[config.mk]
export PLATFORM = sky130hd
export DESIGN_NAME = timer_countdown_flat
export DESIGN_NICKNAME = d
export VERILOG_FILES = /design/src/rtl/timer_pkg.sv /design/src/rtl/timer_countdown_if.sv /design/src/rtl/timer_prescaler.sv /design/src/rtl/timer_countdown.sv /design/src/flat_wrapper.sv
export SDC_FILE = /design/constraint.sdc
export NUM_CORES = 1
export LEC_CHECK = 0
export CAP_MARGIN = 20
export CORE_MARGIN = 8
export CORE_UTILIZATION = 30
export DETAILED_ROUTE_END_ITERATION = 16
export GPL_ROUTABILITY_DRIVEN = 0
export PLACE_DENSITY = 0.52
export SLEW_MARGIN = 0
export SYNTH_ARGS = -nofsm -noshare
export SYNTH_HDL_FRONTEND = slang
export SYNTH_SLANG_ARGS = --single-unit
[constraint.sdc]
create_clock -name PCLK -period 5.8 [get_ports PCLK]
set_clock_uncertainty 0.2 [all_clocks]
set_input_delay 0.87 -clock PCLK [delete_from_list [all_inputs] [get_ports PCLK]]
set_output_delay 0.87 -clock PCLK [all_outputs]
set_load 0.02 [all_outputs]
[src/rtl/timer_pkg.sv]
// Shared definitions for the prescaled countdown timer: state encoding,
// default widths and reload-mode constants.
package timer_pkg;

  localparam int TIMER_WIDTH   = 8;
  localparam int TIMER_PRESC_W = 4;

  typedef enum logic [1:0] {
    ST_IDLE    = 2'd0,
    ST_LOADED  = 2'd1,
    ST_RUN     = 2'd2,
    ST_EXPIRED = 2'd3
  } timer_state_e;

  localparam logic MODE_ONESHOT = 1'b0;
  localparam logic MODE_RELOAD  = 1'b1;

endpackage

[src/rtl/timer_countdown_if.sv]
// Control/status bundle between the register stage (master) and the
// countdown timer (slave).
interface timer_countdown_if #(
  parameter int WIDTH   = 8,
  parameter int PRESC_W = 4
);

  logic               load_valid;
  logic [WIDTH-1:0]   load_data;
  logic               enable;
  logic               mode;
  logic [PRESC_W-1:0] presc_div;
  logic               irq_clr;

  logic               tick;
  logic [WIDTH-1:0]   count;
  logic               trig;
  logic               irq_flag;
  logic               busy;

  modport master (
    output load_valid, load_data, enable, mode, presc_div, irq_clr,
    input  tick, count, trig, irq_flag, busy
  );

  modport slave (
    input  load_valid, load_data, enable, mode, presc_div, irq_clr,
    output tick, count, trig, irq_flag, busy
  );

endinterface

[src/rtl/timer_prescaler.sv]
// PCLK divider for the countdown timer. Produces a combinational tick
// event (used by the counter in the same cycle) and its registered copy.
module timer_prescaler #(
  parameter int PRESC_W = 4
) (
  input  logic               PCLK,
  input  logic               PRESET,
  input  logic               run,
  input  logic               clr,
  input  logic [PRESC_W-1:0] presc_div,
  output logic               tick_event,
  output logic               tick
);

  logic [PRESC_W-1:0] presc_cnt;

  // Compare is equality only: if presc_div drops below the running count,
  // the count wraps through the top of its range before matching again.
  assign tick_event = run && (presc_cnt == presc_div);

  // Divider count: cleared on load, frozen whenever the timer is not running.
  always_ff @(posedge PCLK or posedge PRESET) begin
    if (PRESET) begin
      presc_cnt <= '0;
      tick      <= 1'b0;
    end else begin
      tick <= tick_event;
      if (clr) begin
        presc_cnt <= '0;
      end else if (run) begin
        presc_cnt <= tick_event ? '0 : presc_cnt + 1'b1;
      end
    end
  end

endmodule

[src/rtl/timer_countdown.sv]
// Prescaled down-counter with one-shot / auto-reload modes, one-cycle
// expiry pulse and sticky interrupt flag.
//
//   state      | meaning
//   -----------+------------------------------------------------------
//   ST_IDLE    | no value loaded since reset, nothing counts
//   ST_LOADED  | value loaded (or run paused), waiting for enable
//   ST_RUN     | prescaler running, count decrements on each tick
//   ST_EXPIRED | one-shot expiry reached, count held at 0 until reload
module timer_countdown
  import timer_pkg::*;
#(
  parameter int WIDTH   = TIMER_WIDTH,
  parameter int PRESC_W = TIMER_PRESC_W
) (
  input  logic            PCLK,
  input  logic            PRESET,
  timer_countdown_if.slave bus
);

  timer_state_e      state, state_nxt;
  logic [WIDTH-1:0]  count, count_nxt;
  logic [WIDTH-1:0]  reload_reg, reload_nxt;
  logic              trig, irq_flag, busy;
  logic              expire;
  logic              irq_nxt;
  logic              presc_run;
  logic              tick_event;
  logic              tick;

  // A load in the same cycle always wins, so the prescaler is gated off
  // and no tick event (hence no expiry) can be seen alongside it.
  assign presc_run = (state == ST_RUN) && bus.enable && !bus.load_valid;

  timer_prescaler #(
    .PRESC_W (PRESC_W)
  ) u_prescaler (
    .PCLK       (PCLK),
    .PRESET     (PRESET),
    .run        (presc_run),
    .clr        (bus.load_valid),
    .presc_div  (bus.presc_div),
    .tick_event (tick_event),
    .tick       (tick)
  );

  // Next-state, counter and expiry decode.
  always_comb begin
    state_nxt  = state;
    count_nxt  = count;
    reload_nxt = reload_reg;
    expire     = 1'b0;
    if (bus.load_valid) begin
      reload_nxt = bus.load_data;
      count_nxt  = bus.load_data;
      state_nxt  = ST_LOADED;
    end else begin
      case (state)
        ST_IDLE: begin
          state_nxt = ST_IDLE;
        end
        ST_LOADED: begin
          if (bus.enable) state_nxt = ST_RUN;
        end
        ST_RUN: begin
          if (!bus.enable) begin
            state_nxt = ST_LOADED;
          end else if (tick_event) begin
            if (count > WIDTH'(1)) begin
              count_nxt = count - WIDTH'(1);
            end else begin
              expire = 1'b1;
              if (bus.mode == MODE_RELOAD) begin
                count_nxt = reload_reg;
              end else begin
                count_nxt = '0;
                state_nxt = ST_EXPIRED;
              end
            end
          end
        end
        ST_EXPIRED: begin
          count_nxt = '0;
        end
        default: begin
          state_nxt = ST_IDLE;
        end
      endcase
    end
    // Set beats clear when both land in the same cycle.
    irq_nxt = expire ? 1'b1 : (bus.irq_clr ? 1'b0 : irq_flag);
  end

  // State, counter and status registers.
  always_ff @(posedge PCLK or posedge PRESET) begin
    if (PRESET) begin
      state      <= ST_IDLE;
      count      <= '0;
      reload_reg <= '0;
      trig       <= 1'b0;
      irq_flag   <= 1'b0;
      busy       <= 1'b0;
    end else begin
      state      <= state_nxt;
      count      <= count_nxt;
      reload_reg <= reload_nxt;
      trig       <= expire;
      irq_flag   <= irq_nxt;
      busy       <= (state_nxt == ST_RUN);
    end
  end

  assign bus.tick     = tick;
  assign bus.count    = count;
  assign bus.trig     = trig;
  assign bus.irq_flag = irq_flag;
  assign bus.busy     = busy;

endmodule

[src/flat_wrapper.sv]
// flat-port wrapper written by rule: the top's interface ports become plain ports
module timer_countdown_flat import timer_pkg::*;
#(
  parameter int WIDTH   = TIMER_WIDTH,
  parameter int PRESC_W = TIMER_PRESC_W
)
  (PCLK, PRESET, bus_load_valid, bus_load_data, bus_enable, bus_mode, bus_presc_div, bus_irq_clr, bus_tick, bus_count, bus_trig, bus_irq_flag, bus_busy);
  timer_countdown_if #(.WIDTH(WIDTH), .PRESC_W(PRESC_W)) bus_i ();
  input  logic PCLK;
  input  logic PRESET;
  input wire logic [$bits(bus_i.load_valid)-1:0] bus_load_valid;
  input wire logic [$bits(bus_i.load_data)-1:0] bus_load_data;
  input wire logic [$bits(bus_i.enable)-1:0] bus_enable;
  input wire logic [$bits(bus_i.mode)-1:0] bus_mode;
  input wire logic [$bits(bus_i.presc_div)-1:0] bus_presc_div;
  input wire logic [$bits(bus_i.irq_clr)-1:0] bus_irq_clr;
  output wire logic [$bits(bus_i.tick)-1:0] bus_tick;
  output wire logic [$bits(bus_i.count)-1:0] bus_count;
  output wire logic [$bits(bus_i.trig)-1:0] bus_trig;
  output wire logic [$bits(bus_i.irq_flag)-1:0] bus_irq_flag;
  output wire logic [$bits(bus_i.busy)-1:0] bus_busy;
  assign bus_i.load_valid = bus_load_valid;
  assign bus_i.load_data = bus_load_data;
  assign bus_i.enable = bus_enable;
  assign bus_i.mode = bus_mode;
  assign bus_i.presc_div = bus_presc_div;
  assign bus_i.irq_clr = bus_irq_clr;
  assign bus_tick = bus_i.tick;
  assign bus_count = bus_i.count;
  assign bus_trig = bus_i.trig;
  assign bus_irq_flag = bus_i.irq_flag;
  assign bus_busy = bus_i.busy;
  timer_countdown #(.WIDTH(WIDTH), .PRESC_W(PRESC_W)) u_core (.PCLK(PCLK), .PRESET(PRESET), .bus(bus_i));
endmodule
# Yosys cells after proc, flatten, opt, wreduce, memory -nomap -nowiden
# Index checks and enable logic that the tools add are counted.
dict set report op_classes {
  n_addsub 2
  n_lt_le_gt_ge 1
  n_eq_ne 7
  mux 23
  reduce_logical 9
}
# cell count
set op_table {}
lappend op_table {{two-way mux 8 bit} 5}
lappend op_table {{one-hot mux 8 bit (2 select lines)} 1}
lappend op_table {{two-way mux 2 bit} 6}
lappend op_table {{two-way mux 4 bit} 3}
lappend op_table {{> comparator 8 x 1 -> 1 bit, second input constant} 1}
lappend op_table {{subtractor 8 x 1 -> 8 bit, second input constant} 1}
lappend op_table {{two-way mux 1 bit} 7}
lappend op_table {{equality test 2 bit, second input constant} 3}
lappend op_table {{!= test 3 bit, second input constant} 2}
lappend op_table {{one-hot mux 2 bit (3 select lines)} 1}
lappend op_table {{adder 4 x 1 -> 4 bit, second input constant} 1}
lappend op_table {{equality test 4 bit} 1}
lappend op_table {{nonzero test 2 bit} 2}
lappend op_table {{logical AND 1 bit} 3}
lappend op_table {{AND reduction 3 bit} 1}
lappend op_table {{nonzero test 3 bit} 1}
lappend op_table {{equality test 2 x 1 -> 1 bit, second input constant} 1}
lappend op_table {{zero test 2 bit} 1}
lappend op_table {{zero test 1 bit} 1}
dict set report totals {
  reg_bits 26
  inputBits 18
  output_inout_bits 12
  word_cells 50
}

# Longest topological paths before layout
dict set report depth {
  depth_word 9
  ltp_mapped 7
  ltp_nobuf 6
}

# Cells and area by module
# Synthesis repeated with hierarchy kept, for this count alone.
dict set report unflattened {
  cells_unflattened 137
  area_unflattened_um2 1435.1
}
# mod n_inst cells_per_inst area_per_inst_um2 seq_area_each_um2
set by_module_without_submodules {}
lappend by_module_without_submodules {timer_countdown 1 108 1133.6 525.5}
lappend by_module_without_submodules {timer_prescaler 1 29 301.5 125.1}

# Worst setup path before layout
# Ideal clock, no wire load.
dict set report synth_path {
  path_kind {input to register}
  startpoint {input bus_presc_div[1]}
  endpoint {register u_core.busy, in the netlist u_core.bus.busy}
  t_arrival_ns 2.078
  slack_ns 3.404
  stages 5
  path_buffers 0
  path_cell_list {xor2_1 > nor4_4 > nand2_4 > or3_1 > a21o_1}
}
dict set report synth_via {
  elab_chain_len 7
}
# element line
set synth_rtl {}
lappend synth_rtl {{start, declared} flat_wrapper.sv:15} ;# input wire logic [$bits(bus_i.presc_div)-1:0] bus_presc_div;
lappend synth_rtl {{equality test 4 bit} timer_prescaler.sv:19} ;# assign tick_event = run && (presc_cnt == presc_div);
lappend synth_rtl {{logical AND 1 bit} timer_prescaler.sv:19}
lappend synth_rtl {{two-way mux 2 bit} timer_countdown.sv:68} ;# end else if (tick_event) begin
lappend synth_rtl {{two-way mux 2 bit} timer_countdown.sv:66} ;# if (!bus.enable) begin
lappend synth_rtl {{one-hot mux 2 bit (3 select lines)} timer_countdown.sv:58} ;# case (state)
lappend synth_rtl {{two-way mux 2 bit} timer_countdown.sv:53} ;# if (bus.load_valid) begin
lappend synth_rtl {{equality test 2 bit} timer_countdown.sv:109} ;# busy <= (state_nxt == ST_RUN);
lappend synth_rtl {{end signal, assigned} timer_countdown.sv:109}
lappend synth_rtl {{end, declared} timer_countdown.sv:24} ;# logic trig, irq_flag, busy;
# No other way between the ends.
# A chain may end at the register's enable or synchronous reset.

# Worst setup path after layout
dict set report layout_path {
  startpoint {input bus_load_valid}
  endpoint {register u_core.count[2], in the netlist u_core.bus.count[2]}
}
dict set report layout_via {
  elab_chain_len 5
  elab_cells_between_ends 8
  classes_between {eq/ne: 2; mux: 1; reduce/logical: 5}
}
# element line
set layout_rtl {}
lappend layout_rtl {{start, declared} flat_wrapper.sv:11} ;# input wire logic [$bits(bus_i.load_valid)-1:0] bus_load_valid;
lappend layout_rtl {{zero test 1 bit} timer_countdown.sv:33} ;# assign presc_run = (state == ST_RUN) && bus.enable && !bus.load_valid;
lappend layout_rtl {{logical AND 1 bit} timer_countdown.sv:33}
lappend layout_rtl {{logical AND 1 bit} timer_prescaler.sv:19}
lappend layout_rtl {{!= test 3 bit (no line)} --}
lappend layout_rtl {{AND reduction 3 bit (no line)} --}
lappend layout_rtl {{end signal, assigned} timer_countdown.sv:105} ;# count <= count_nxt;
lappend layout_rtl {{end, declared} timer_countdown.sv:22} ;# logic [WIDTH-1:0] count, count_nxt;
# Several ways; a longest one is shown, not always the timed one.

==> impl_metrics.py <==
metrics = {
    "outcome": {
        "status": "finished clean",
    },
    "cts": {
        "cts_setup_buffers": 0,
        "cts_buffers": 3,
        "h-tree-depth": 1,
        "clk_latency_ps": 270,
        "clockRootBuffer": "clkbuf_8",
        "cts_resized": 0,
        "cts_tree": "yes",
        "cts_hold_buf": 0,
        "clk_pin_slew_ps": 90,
        "numClockSinks": 26,
        "clk_path_buf_depth": 2,
    },
    "global_routing": {
        "use_met1_pct": 12.1,
        "gr-usage-all-layers_pct": 9.82,
        "grt_pass1_vias": 1218,
        "globalRouteMet2Util_pct": 15.8,
        "use_met3_pct": 2.70,
        "overflow": 0,
        "grt_pass1_wl_um": 5840,
        "busiest_layer": "met2",
        "grt_max_degree": 27,
        "antenna_found_initial": 0,
    },
    "power_and_ir_drop": {
        "p_sw_share_pct": 30.4,
        "power_density_mw_per_mm2": 284,
        "switchingPower_mw": 0.160,
        "p_leak_nw": 0.799,
        "pwr-share-seq_pct": 43.1,
        "worst_ir_drop_vdd_mv": 0.137,
        "p_comb_share_pct": 28.2,
        "power_frac_clock_pct": 28.7,
        "p_int_mw": 0.365,
    },
    "min_path": {
        "min_from": "u_core.reload_reg[7]",
        "hold-path-endpoint": "u_core.reload_reg[7]",
        "hold_depth": 1,
        "hp-class": "reg2reg",
    },
    "die": {
        "start_util_pct": 30.7,
        "ios": 30,
        "die_h_um": 85.0,
        "core_mm2": 0.00466,
        "dieArea_mm2": 0.00723,
        "die_w_um": 85.0,
        "std_cell_rows": 25,
    },
    "layout": {
        "diodes": 0,
        "final_nets": 193,
        "drive_above_1_share_pct": 7.60,
        "fin_area_mm2": 0.00185,
        "syn2layout_area_growth_pct": 29.3,
    },
    "job": {
        "drv_cap": 0,
    },
    "yosys": {
        "syn_inst": 142,
        "yosysMostFrequentCell": "dfrtp_1",
        "netlist_top_cells_area": "dfrtp_1, mux2_1, a21oi_1",
        "synth_enable_flop_cells": 0,
        "synth_common_cells": "dfrtp_1, nand2_1, a21oi_1, inv_1, nor2_1",
        "synthArstFlopShare_pct": 100,
        "netlist_area_mm2": 0.00143,
        "synth_nets": 163,
        "synth_top_area_share_pct": 45.5,
        "yosysWarnings": 0,
        "synth-seq-cells": 26,
        "syn_avg_cell_area_um2": 10.1,
        "synth_ff_type": "dfrtp_1",
        "yosysSeqAreaShare_pct": 45.5,
        "synth_cell_types": 45,
        "yosysTopAreaCell": "dfrtp_1",
    },
    "setup_path": {
        "worstPathArrival_ps": 3160,
        "slowest_delay_ps": 880,
        "reg2reg_setup_slack_ps": 3500,
        "crit_path_start_kind": "primary input",
        "worstRegToRegCells": 5,
        "crit_slowest_cell": "clkdlybuf4s50_1",
        "r2r_end": "u_core.bus.count[4]",
        "cp_top_family": "compound AO/OA/AOI/OAI gates",
        "crit_chain": "clkdlybuf4s50_1 -> a21o_1 -> a21oi_1 -> mux2_2",
        "r2r-start": "u_core.bus.count[4]",
        "cp-end-kind": "flip-flop",
        "crit_type": "in2reg",
        "cp_max_fo": 25,
        "crit_required_ps": 5760,
        "crit_cells": 4,
        "path_buf_inv": 1,
    },
    "route": {
        "ant_nets": 0,
        "drt_iter0_drc": 68,
        "drt_wl_total_um": 3480,
        "drcViolationCount": 0,
        "via_per_inst": 5.27,
        "vias": 1185,
        "wl_per_cell_um": 15.5,
        "dr.pass1.iters": 4,
    },
    "placement": {
        "pre_cts_ws_ps": 2310,
        "dpl_cell_area_mm2": 0.00175,
        "io_buffers": 29,
        "dp_hpwl_um": 2580,
    },
    "timing": {
        "fin_crit_ps": 3190,
        "max_freq_mhz": 313,
        "setup_viol": 0,
        "rsz0062_at_grt": "no",
        "tightest_slew_ps": 911,
        "fin_ws_ps": 2610,
        "setup_tns_ps": 0,
        "hold_viol": 0,
        "finalMaxSlewViolations": 0,
        "max_slew_margin_pct": 39.1,
        "post-route-period-util_pct": 55.0,
    },
}
metal layers:
metal  share of wire, %  vias to the layer above
met3                6.3                        2
met2                 48                       30
met5                  0                        -
met4               0.37                        0
met1                 45                      574
li1                   -                      579
logic make-up (layout without fill, tap and decap cells):
logic type	after synthesis	after routing	share of synthesized area, %
AOI/OAI and AO/OA	41	41	18.7
xor gates and xnor gates	5	5	3.06
DFF	26	26	45.5
adders and majority gates	3	3	2.62
and+or+nand+nor	41	41	16.7
muxes	10	10	7.70
buffers and inverters	16	45	5.69
metrics by stage:
step / total power, mW / utilization [%] / hold slack [ps] / instances
2_1_floorplan: 0.317 / - / 258 / 142
3_3_place_gp: 0.377 / 37.6 / 280 / 220
3_5_place_dp: 0.377 / 37.6 / 277 / 220
4_1_cts: 0.531 / 39.1 / 302 / 224
5_1_grt: 0.560 / 39.7 / 317 / 225
6_report: 0.525 / 39.7 / 301 / 225
power by group through the flow:
stage,combinational (mW),clock [mW],sequential (mW)
5_1_grt,0.164,0.165,0.231
6_report,0.148,0.151,0.226
3_5_place_dp,0.147,0,0.230
4_1_cts,0.148,0.157,0.227
2_1_floorplan,0.0781,0,0.239
3_3_place_gp,0.147,0,0.230
cell type report:
cell class / count / area (um^2)
clock buffers: 3 / 41.3
clock inverters: 1 / 30.0
fillers: 454 / 2810
inverters: 11 / 43.8
multi-input cells: 100 / 698
flip-flops and latches: 26 / 651
well taps: 54 / 67.6
repair buffers: 30 / 318
worst max-delay path by stage:
stage | slack (ps) | from | endpoint
detailed placement | 2310 | bus_load_valid | u_core.bus.count[2]
global route | 2440 | bus_load_valid | u_core.bus.count[4]
global placement | 2360 | bus_load_valid | u_core.bus.count[2]
finish | 2610 | bus_load_valid | u_core.bus.count[2]
CTS | 2620 | bus_load_valid | u_core.bus.count[2]
floorplan | 3400 | bus_presc_div[1] | u_core.bus.busy
placed cells by master, fill, tap and decap left out, types with 2 or more instances in the layout:
master / instances
a211oi_1: 2
a21o_1: 2
a21oi_1: 10
a31oi_1: 3
clkbuf_8: 3
clkdlybuf4s50_1: 29
dfrtp_1: 26
ha_1: 3
inv_1: 10
mux2_1: 6
mux2_2: 2
mux2i_1: 2
nand2_1: 11
nand3_1: 2
nand4_1: 2
nor2_1: 8
nor2b_1: 2
nor3_1: 3
nor4_1: 2
o21ai_0: 3
o21ai_1: 7
o22ai_1: 4
o311ai_1: 2
or3_1: 2
xor2_1: 4
worst register-to-register path, cell delays in order (launching register included):
cell and delay, ps:
dfrtp_1 460, nor4_1 520, o211a_1 430, nor2_1 110, a222oi_1 300, o22ai_1 140
No activity file was read; power rests on OpenSTA's default activity.
